## src/rtl/toll_gate_ctrl_p.sv

```systemverilog
// Single-lane toll-gate controller: entry/transit/decision/barrier sequencing.
// Define DEBOUNCE_EN to insert a DEB_CYC-sample debounce filter on each sensor.
`timescale 1ns/1ps
module toll_gate_ctrl_p #(
    parameter int CNT_W    = 4,
    parameter int TIME_W   = 16,
    parameter int CALC_TMO = 1000,
    parameter int DEB_CYC  = 4
) (
    input  logic              clk,
    input  logic              reset_n,
    input  logic              sensor1,
    input  logic              sensor2,
    input  logic              sensor3,
    input  logic [1:0]        valid_Epass,
    input  logic              enable,
    output logic              init,
    output logic              count,
    output logic              cal,
    output logic              up,
    output logic              dis,
    output logic              deny,
    output logic              tmo_err,
    output logic [CNT_W-1:0]  occ,
    output logic              occ_ovf,
    output logic [TIME_W-1:0] transit_time
);

    localparam int DW = $clog2(CALC_TMO) + 1;

    typedef enum logic [1:0] {IDLE, TIMING, CALC, OPEN} state_t;

    state_t            state;
    logic [2:0]        raw;
    logic [2:0]        filt;
    logic [2:0]        s_q;
    logic [2:0]        s_p;
    logic              s1_rise;
    logic              s2_rise;
    logic              s3_fall;
    logic              inc;
    logic              dec;
    logic [CNT_W-1:0]  occ_nxt;
    logic [TIME_W-1:0] timer;
    logic [TIME_W-1:0] tcnt;
    logic [DW-1:0]     dcnt;
    logic              exit_seen;

    assign raw = {sensor3, sensor2, sensor1};

`ifdef DEBOUNCE_EN
    localparam int BW = $clog2(DEB_CYC) + 1;

    for (genvar i = 0; i < 3; i++) begin : g_deb
        logic [BW-1:0] cnt;
        logic          f;

        always_ff @(posedge clk or negedge reset_n) begin
            if (!reset_n) begin
                cnt <= '0;
                f   <= 1'b0;
            end else if (raw[i] == f) begin
                cnt <= '0;
            end else if (cnt == BW'(DEB_CYC - 1)) begin
                cnt <= '0;
                f   <= raw[i];
            end else begin
                cnt <= cnt + 1'b1;
            end
        end

        assign filt[i] = f;
    end
`else
    assign filt = raw;
`endif

    always_ff @(posedge clk or negedge reset_n) begin
        if (!reset_n) begin
            s_q <= '0;
            s_p <= '0;
        end else begin
            s_q <= filt;
            s_p <= s_q;
        end
    end

    assign s1_rise = s_q[0] & ~s_p[0];
    assign s2_rise = s_q[1] & ~s_p[1];
    assign s3_fall = ~s_q[2] & s_p[2];

    // Simultaneous entry and exit cancel out.
    assign inc = s1_rise & ~s3_fall;
    assign dec = s3_fall & ~s1_rise;

    always_comb begin
        occ_nxt = occ;
        if (inc && occ != '1)
            occ_nxt = occ + 1'b1;
        else if (dec && occ != '0)
            occ_nxt = occ - 1'b1;
    end

    always_ff @(posedge clk or negedge reset_n) begin
        if (!reset_n) begin
            occ     <= '0;
            occ_ovf <= 1'b0;
        end else begin
            occ <= occ_nxt;
            if (inc && occ == '1)
                occ_ovf <= 1'b1;
        end
    end

    // tcnt is the number of TIMING cycles including the current one.
    assign tcnt = timer + 1'b1;

    always_ff @(posedge clk or negedge reset_n) begin
        if (!reset_n) begin
            state        <= IDLE;
            timer        <= '0;
            dcnt         <= '0;
            exit_seen    <= 1'b0;
            transit_time <= '0;
            up           <= 1'b0;
            dis          <= 1'b0;
            deny         <= 1'b0;
            tmo_err      <= 1'b0;
        end else begin
            up      <= 1'b0;
            dis     <= 1'b0;
            deny    <= 1'b0;
            tmo_err <= 1'b0;
            case (state)
                IDLE: begin
                    if (s1_rise) begin
                        timer <= '0;
                        state <= TIMING;
                    end
                end
                TIMING: begin
                    if (s2_rise) begin
                        transit_time <= tcnt;
                        dcnt         <= '0;
                        state        <= CALC;
                    end else if (tcnt == '1) begin
                        tmo_err <= 1'b1;
                        state   <= IDLE;
                    end else begin
                        timer <= tcnt;
                    end
                end
                CALC: begin
                    if (valid_Epass == 2'b10) begin
                        up        <= 1'b1;
                        exit_seen <= 1'b0;
                        state     <= OPEN;
                    end else if (valid_Epass == 2'b01) begin
                        deny  <= 1'b1;
                        state <= IDLE;
                    end else if (dcnt == DW'(CALC_TMO - 1)) begin
                        deny  <= 1'b1;
                        state <= IDLE;
                    end else begin
                        dcnt <= dcnt + 1'b1;
                    end
                end
                OPEN: begin
                    if (exit_seen && enable) begin
                        dis       <= 1'b1;
                        exit_seen <= 1'b0;
                        state     <= IDLE;
                    end else if (s3_fall && occ_nxt == '0) begin
                        exit_seen <= 1'b1;
                    end
                end
                default: state <= IDLE;
            endcase
        end
    end

    assign init  = (state == IDLE);
    assign count = (state == TIMING);
    assign cal   = (state == CALC);

endmodule

```

## config.mk

```make
export PLATFORM = sky130hd
export DESIGN_NAME = toll_gate_ctrl_p
export DESIGN_NICKNAME = d
export VERILOG_FILES = /design/src/rtl/toll_gate_ctrl_p.sv
export SDC_FILE = /design/constraint.sdc
export NUM_CORES = 1
export LEC_CHECK = 0
export ABC_AREA = 1
export BUFFER_PORTS_ARGS = -buffer_cell sky130_fd_sc_hd__buf_2
export CAP_MARGIN = 20
export CORE_ASPECT_RATIO = 1.2
export CORE_MARGIN = 2
export CORE_UTILIZATION = 64
export DETAILED_ROUTE_END_ITERATION = 8
export MAX_ROUTING_LAYER = met4
export PLACE_DENSITY = 0.87
export SLEW_MARGIN = 30
export SYNTH_ARGS = -nofsm -noshare
export SYNTH_HDL_FRONTEND = slang
export SYNTH_SLANG_ARGS = --single-unit
```

## constraint.sdc

```tcl
create_clock -name clk -period 3.4 [get_ports clk]
set_input_delay 0.68 -clock clk [delete_from_list [all_inputs] [get_ports clk]]
set_output_delay 0.68 -clock clk [all_outputs]
set_load 0.01 [all_outputs]
```

After elaboration in Yosys (flattened, before gate mapping)
Index checks and enable logic that the tools add are counted.
Cells by class
  reductions and logical operators: 16
  equality and inequality tests: 21
  muxes and demuxes: 34
  add/subtract/negate cells: 4
  bitwise operators: 10
Operators with widths (count)
  two-way mux 16 bit: 3
  two-way mux 11 bit: 4
  one-hot mux 16 bit (2 select lines): 1
  one-hot mux 11 bit (2 select lines): 1
  adder 16 x 1 -> 16 bit (second input constant): 1
  equality test 16 bit (second input constant): 1
  two-way mux 1 bit: 14
  two-way mux 2 bit: 7
  != test 2 bit (second input constant): 6
  adder 11 x 1 -> 11 bit (second input constant): 1
  equality test 11 x 10 -> 1 bit (second input constant): 1
  two-way mux 4 bit: 2
  one-hot mux 2 bit (4 select lines): 1
  AND reduction 4 bit: 2
  equality test 2 bit (second input constant): 3
  != test 2 x 1 -> 1 bit (second input constant): 3
  nonzero test 2 bit: 3
  bitwise AND 1 bit: 5
  logical AND 1 bit: 5
  NOT 1 bit: 5
  AND reduction 5 bit: 1
  adder 4 x 1 -> 4 bit (second input constant): 1
  equality test 2 x 1 -> 1 bit (second input constant): 2
  equality test 4 bit (second input constant): 1
  other kinds (11): 11
Storage, ports and cells
  input bits: 8
  output and inout bits: 28
  register bits: 61
  word-level logic and storage cells: 98

Longest topological paths before layout
  word-level depth: 12
  mapped depth: 14
  mapped depth without buffers: 14

Worst setup path before layout
No wires, ideal clock.
  kind: reg2reg
  start point: reg state[1]
  end point: reg transit_time[13]
  arrival: 1.806 ns
  clock period less this slack: 1.942 ns
  path slack: 1.458 ns
  required time: 3.264 ns
  setup time: 0.136 ns
  buffers on the path: 2
  cell stages (with the launch flop): 10
  cells stage by stage: dfrtp_1 -> inv_1 -> ha_1 -> inv_1 -> nor2_1 -> inv_1 -> clkbuf_1 -> clkbuf_1 -> nand2_1 -> o21ai_0
On the way
  cells in the longest elaborated chain, start to end: 2
RTL lines
  start, declared: line 33  | state_t state;
  start signal, assigned: line 120  | state <= IDLE;
  start signal, assigned: line 138  | state <= TIMING;
  start signal, assigned: line 145  | state <= CALC;
  equality test 2 x 1 -> 1 bit
  net count: line 18  | output logic count,
  AND reduction 2 bit (no source line)
  end signal, assigned: line 143  | transit_time <= tcnt;
  end, declared: line 26  | output logic [TIME_W-1:0] transit_time
The timed path passes the listed nets, and every way through them passes these cells.
A chain may end at the register's enable or synchronous reset.

Worst setup path in the final report
  start point: reg state[0]
  end point: reg dcnt[2]
On the way
  cells in the longest elaborated chain, start to end: 3
  elaborated cells between the ends (all ways): 9
  those cells by class: 6 x eq/ne; 1 x mux; 2 x reduce/logical
RTL lines
  equality test 2 bit / equality test 2 x 1 -> 1 bit (equally long branches): line 134  | case (state)
  != test 2 bit (no source line) (tied with other cells)
  AND reduction 5 bit (no source line)
  end signal, assigned: line 165  | dcnt <= dcnt + 1'b1;
  end, declared: line 46  | logic [DW-1:0] dcnt;
Several ways; a longest one is shown, not always the timed one.

==> impl_metrics.csv <==
group,metric,value,unit
critical_path,path_class,"reg2reg",
logic_synthesis,synth.top_cell.area_share,43.8,%
logic_synthesis,syn_inst,446,
layout,nFillCells,374,
layout,layout.nets,501,
critical_path,crit_slowest_cell,"dfrtp_1",
critical_path,crit_arrival,2.65,ns
cts,numCtsBuffers,9,
hold_path,hold_path_class,"reg2reg",
critical_path,crit_path_frequent_cell,"inv_1",
floorplan,ios,36,
sta,setup-tns-final,0,ns
cts,postCtsSetupBuffers,0,
power_and_ir_drop,power,2.45,mW
critical_path,cp_slowest_stage_delay,0.40,ns
critical_path,cp.required,3.67,ns
floorplan,fp.dieArea,6060,um^2
sta,finalSetupViolations,0,
cts,clock-sinks,61,
routing,drt_iter0_drc,199,
critical_path,ff2ff_setup_slack,1.03,ns
place,dp_hpwl,5720,um
hold_path,holdPathEnd,"s_p[0]$_DFF_PN0_",
critical_path,critPathLaunchType,"flip-flop",
critical_path,critical_path.max_fanout,12,
place,port-buffer-count,35,
cts,cts-resized-gates,0,
global_routing,grt_overflow,0,
sta,hold_viol_final,0,
sta,period_minus_slack,2.37,ns
critical_path,startpoint,"state[0]$_DFFE_PN0P_",
routing,drtPass1Iterations,5,
global_routing,grt_use_total,29.4,%
logic_synthesis,syn_area,3490,um^2
cts,hold_buffers,0,
run,maxCapViolCount,0,
layout,utilization,75.1,%
sta,worstMarginPinSlew,0.756,ns
hold_path,holdCritStartpoint,"s_q[0]$_DFF_PN0_",
routing,drc,0,
cts,clk_pin_slew,0.07,ns
hold_path,hold_path_depth,0,
cts,root_buffer,"clkbuf_8",
global_routing,grt_pass1_vias,2967,
routing,routedWlPerCell,14.3,um
floorplan,start_util,66.3,%
floorplan,rows,29,
layout,drive_gt1_share,20.7,%
cts,clk_path_buf_depth,2,
logic_synthesis,syn_nets,463,
outcome,outcome,"finished, final reports clean",
place,gp_congestion,0.977,
floorplan,die_w,71.4,um
layout,n_antenna_cell,0,
routing,avgViaCountPerCell,5.55,
power_and_ir_drop,p_leak,1.95,nW
global_routing,antenna_found_initial,0,
sta,slew_headroom,49.5,%
floorplan,coreArea,5260,um^2
logic_synthesis,ys_seq_area_share,43.8,%
global_routing,grt_pass1_wl,13400,um
logic_synthesis,avgSynthCellArea,7.82,um^2
routing,totalWireLength,7870,um
cts,cts_max_level,3,
sta,rsz0062_at_grt,"false",
logic_synthesis,ys_ff_latch,61,
logic_synthesis,yosys_warnings,0,
sta,fmax,0.421,GHz
critical_path,worstPathCellList,"inv_1, ha_1, inv_1, nor2_1, nor3b_1, nand2_1, inv_1, nand2_1, a21oi_1",
sta,skew,0.00824,ns
power_and_ir_drop,ir_drop,0.502,mV
critical_path,r2r-end,"dcnt[2]$_DFFE_PN0P_",
routing,detail-route-antenna-nets,0,
global_routing,grt_start_max_net_pins,34,
sta,min_period_over_period,69.8,%
layout,syn_to_final_growth,13.2,%
routing,via_count,3058,
critical_path,r2r-start,"state[0]$_DFFE_PN0P_",
logic_synthesis,ys_types,30,
cts,insertion_delay,0.35,ns
critical_path,worstRegToRegCells,9,
layout,mostFrequentLayoutCells,"nand2_1, dfrtp_1, inv_1, nor2_1, buf_2",
cts,cts_tree,"done",
logic_synthesis,synth_top_cell_by_area,"dfrtp_1",
floorplan,die_h,84.9,um
logic_synthesis,yosys-top-cells-area,"dfrtp_1, nand2_1, inv_1, nand2_2, nand3_1",
layout,stdcell_area,3950,um^2
power_and_ir_drop,power_density,620,nW/um^2
place,place_area,3700,um^2
critical_path,crit_path_end_kind,"flip-flop",
sta,slew_viol_final,0,
layout,final_common_cell,"nand2_1",
==> cells in the mapped netlist <==
cell,count
nand3_2,3
or2_2,1
o21bai_1,1
nand2_4,2
ha_1,9
nand3_4,1
nor4_1,4
o21bai_2,1
buf_2,1
nand2_2,29
o31ai_1,4
nor2_8,1
nand4_1,19
a21o_1,1
a21oi_1,6
o21ai_0,24
xnor2_1,2
nand3_1,32
clkbuf_1,8
nand2_1,119
buf_12,1
o21bai_4,1
nor3_1,8
nor2_1,35
nor2_2,5
nor2_4,4
nor3b_1,1
inv_1,55
dfrtp_1,61
xor2_1,7
==> per-stage QoR <==
step / instances / worst slack, ns / hold slack, ns
4_1_cts: 551 / 1.04 / 0.375
6_report: 551 / 1.03 / 0.375
3_3_place_gp: 535 / 1.13 / 0.359
2_1_floorplan: 446 / 1.46 / 0.354
5_1_grt: 551 / 0.767 / 0.393
3_5_place_dp: 535 / 1.07 / 0.360
==> cell type report <==
type                            count  area [um^2]  share of cell area (%)
Clock buffer                       10          138                    3.49
Clock inverter                      6          110                    2.79
Inverter                           55          206                    5.23
Multi-Input combinational cell    320         1700                    43.1
Sequential cell                    61         1530                    38.7
Tap cell                           62         77.6                    1.96
Timing Repair Buffer               37          190                    4.82
==> power breakdown <==
part | total [mW] | switching (mW) | internal, mW | leakage, nW
registers | 0.902 | 0.0912 | 0.811 | 0.822
clock network | 0.794 | 0.289 | 0.505 | 0.119
logic | 0.752 | 0.526 | 0.227 | 1.01
==> routing by layer <==
metal / vias to the layer above / global-route usage, % / part of all wire [%]
li1: 1508 / - / -
met1: 1444 / 34.7 / 41
met2: 82 / 48.9 / 52
met3: 24 / 6.06 / 3.9
met4: 0 / 11.8 / 2.7
met5: - / - / 0
==> kinds of logic after synthesis <==
| group | synth area share, % |
|---|---|
| AOI/OAI and AO/OA | 6.46 |
| xor gates and xnor gates | 2.26 |
| adders and majority gates | 3.23 |
| buffers and inverters | 7.50 |
| DFF | 43.8 |
| and+or+nand+nor | 36.8 |
==> how the worst max path moves through the flow <==
stage / endpoint / slack (ns) / depth (start not counted)
3_3_place_gp: dcnt[2]$_DFFE_PN0P_ / 1.13 / 9
3_5_place_dp: dcnt[2]$_DFFE_PN0P_ / 1.07 / 9
4_1_cts: dcnt[2]$_DFFE_PN0P_ / 1.04 / 9
5_1_grt: dcnt[5]$_DFFE_PN0P_ / 0.77 / 9
6_report: dcnt[2]$_DFFE_PN0P_ / 1.03 / 9
2_1_floorplan: transit_time[13]$_DFFE_PN0P_ / 1.46 / 9
==> state kept, by name (all words and copies together), names as in the netlist <==
register and count:
timer 16, transit_time 16, dcnt 11, occ 4
s_p 3, s_q 3, state 2, deny 1
dis 1, exit_seen 1, occ_ovf 1, tmo_err 1
up 1
==> worst max-delay path, delay by kind of cell (launching register included) <==
kind,cells,cell delay [ns]
DFF,1,0.40
buffers and inverters,3,0.67
adders and majority gates,1,0.31
and+or+nand+nor,4,0.79
AOI/OAI and AO/OA,1,0.13
(Power assumes the default switching activity.)
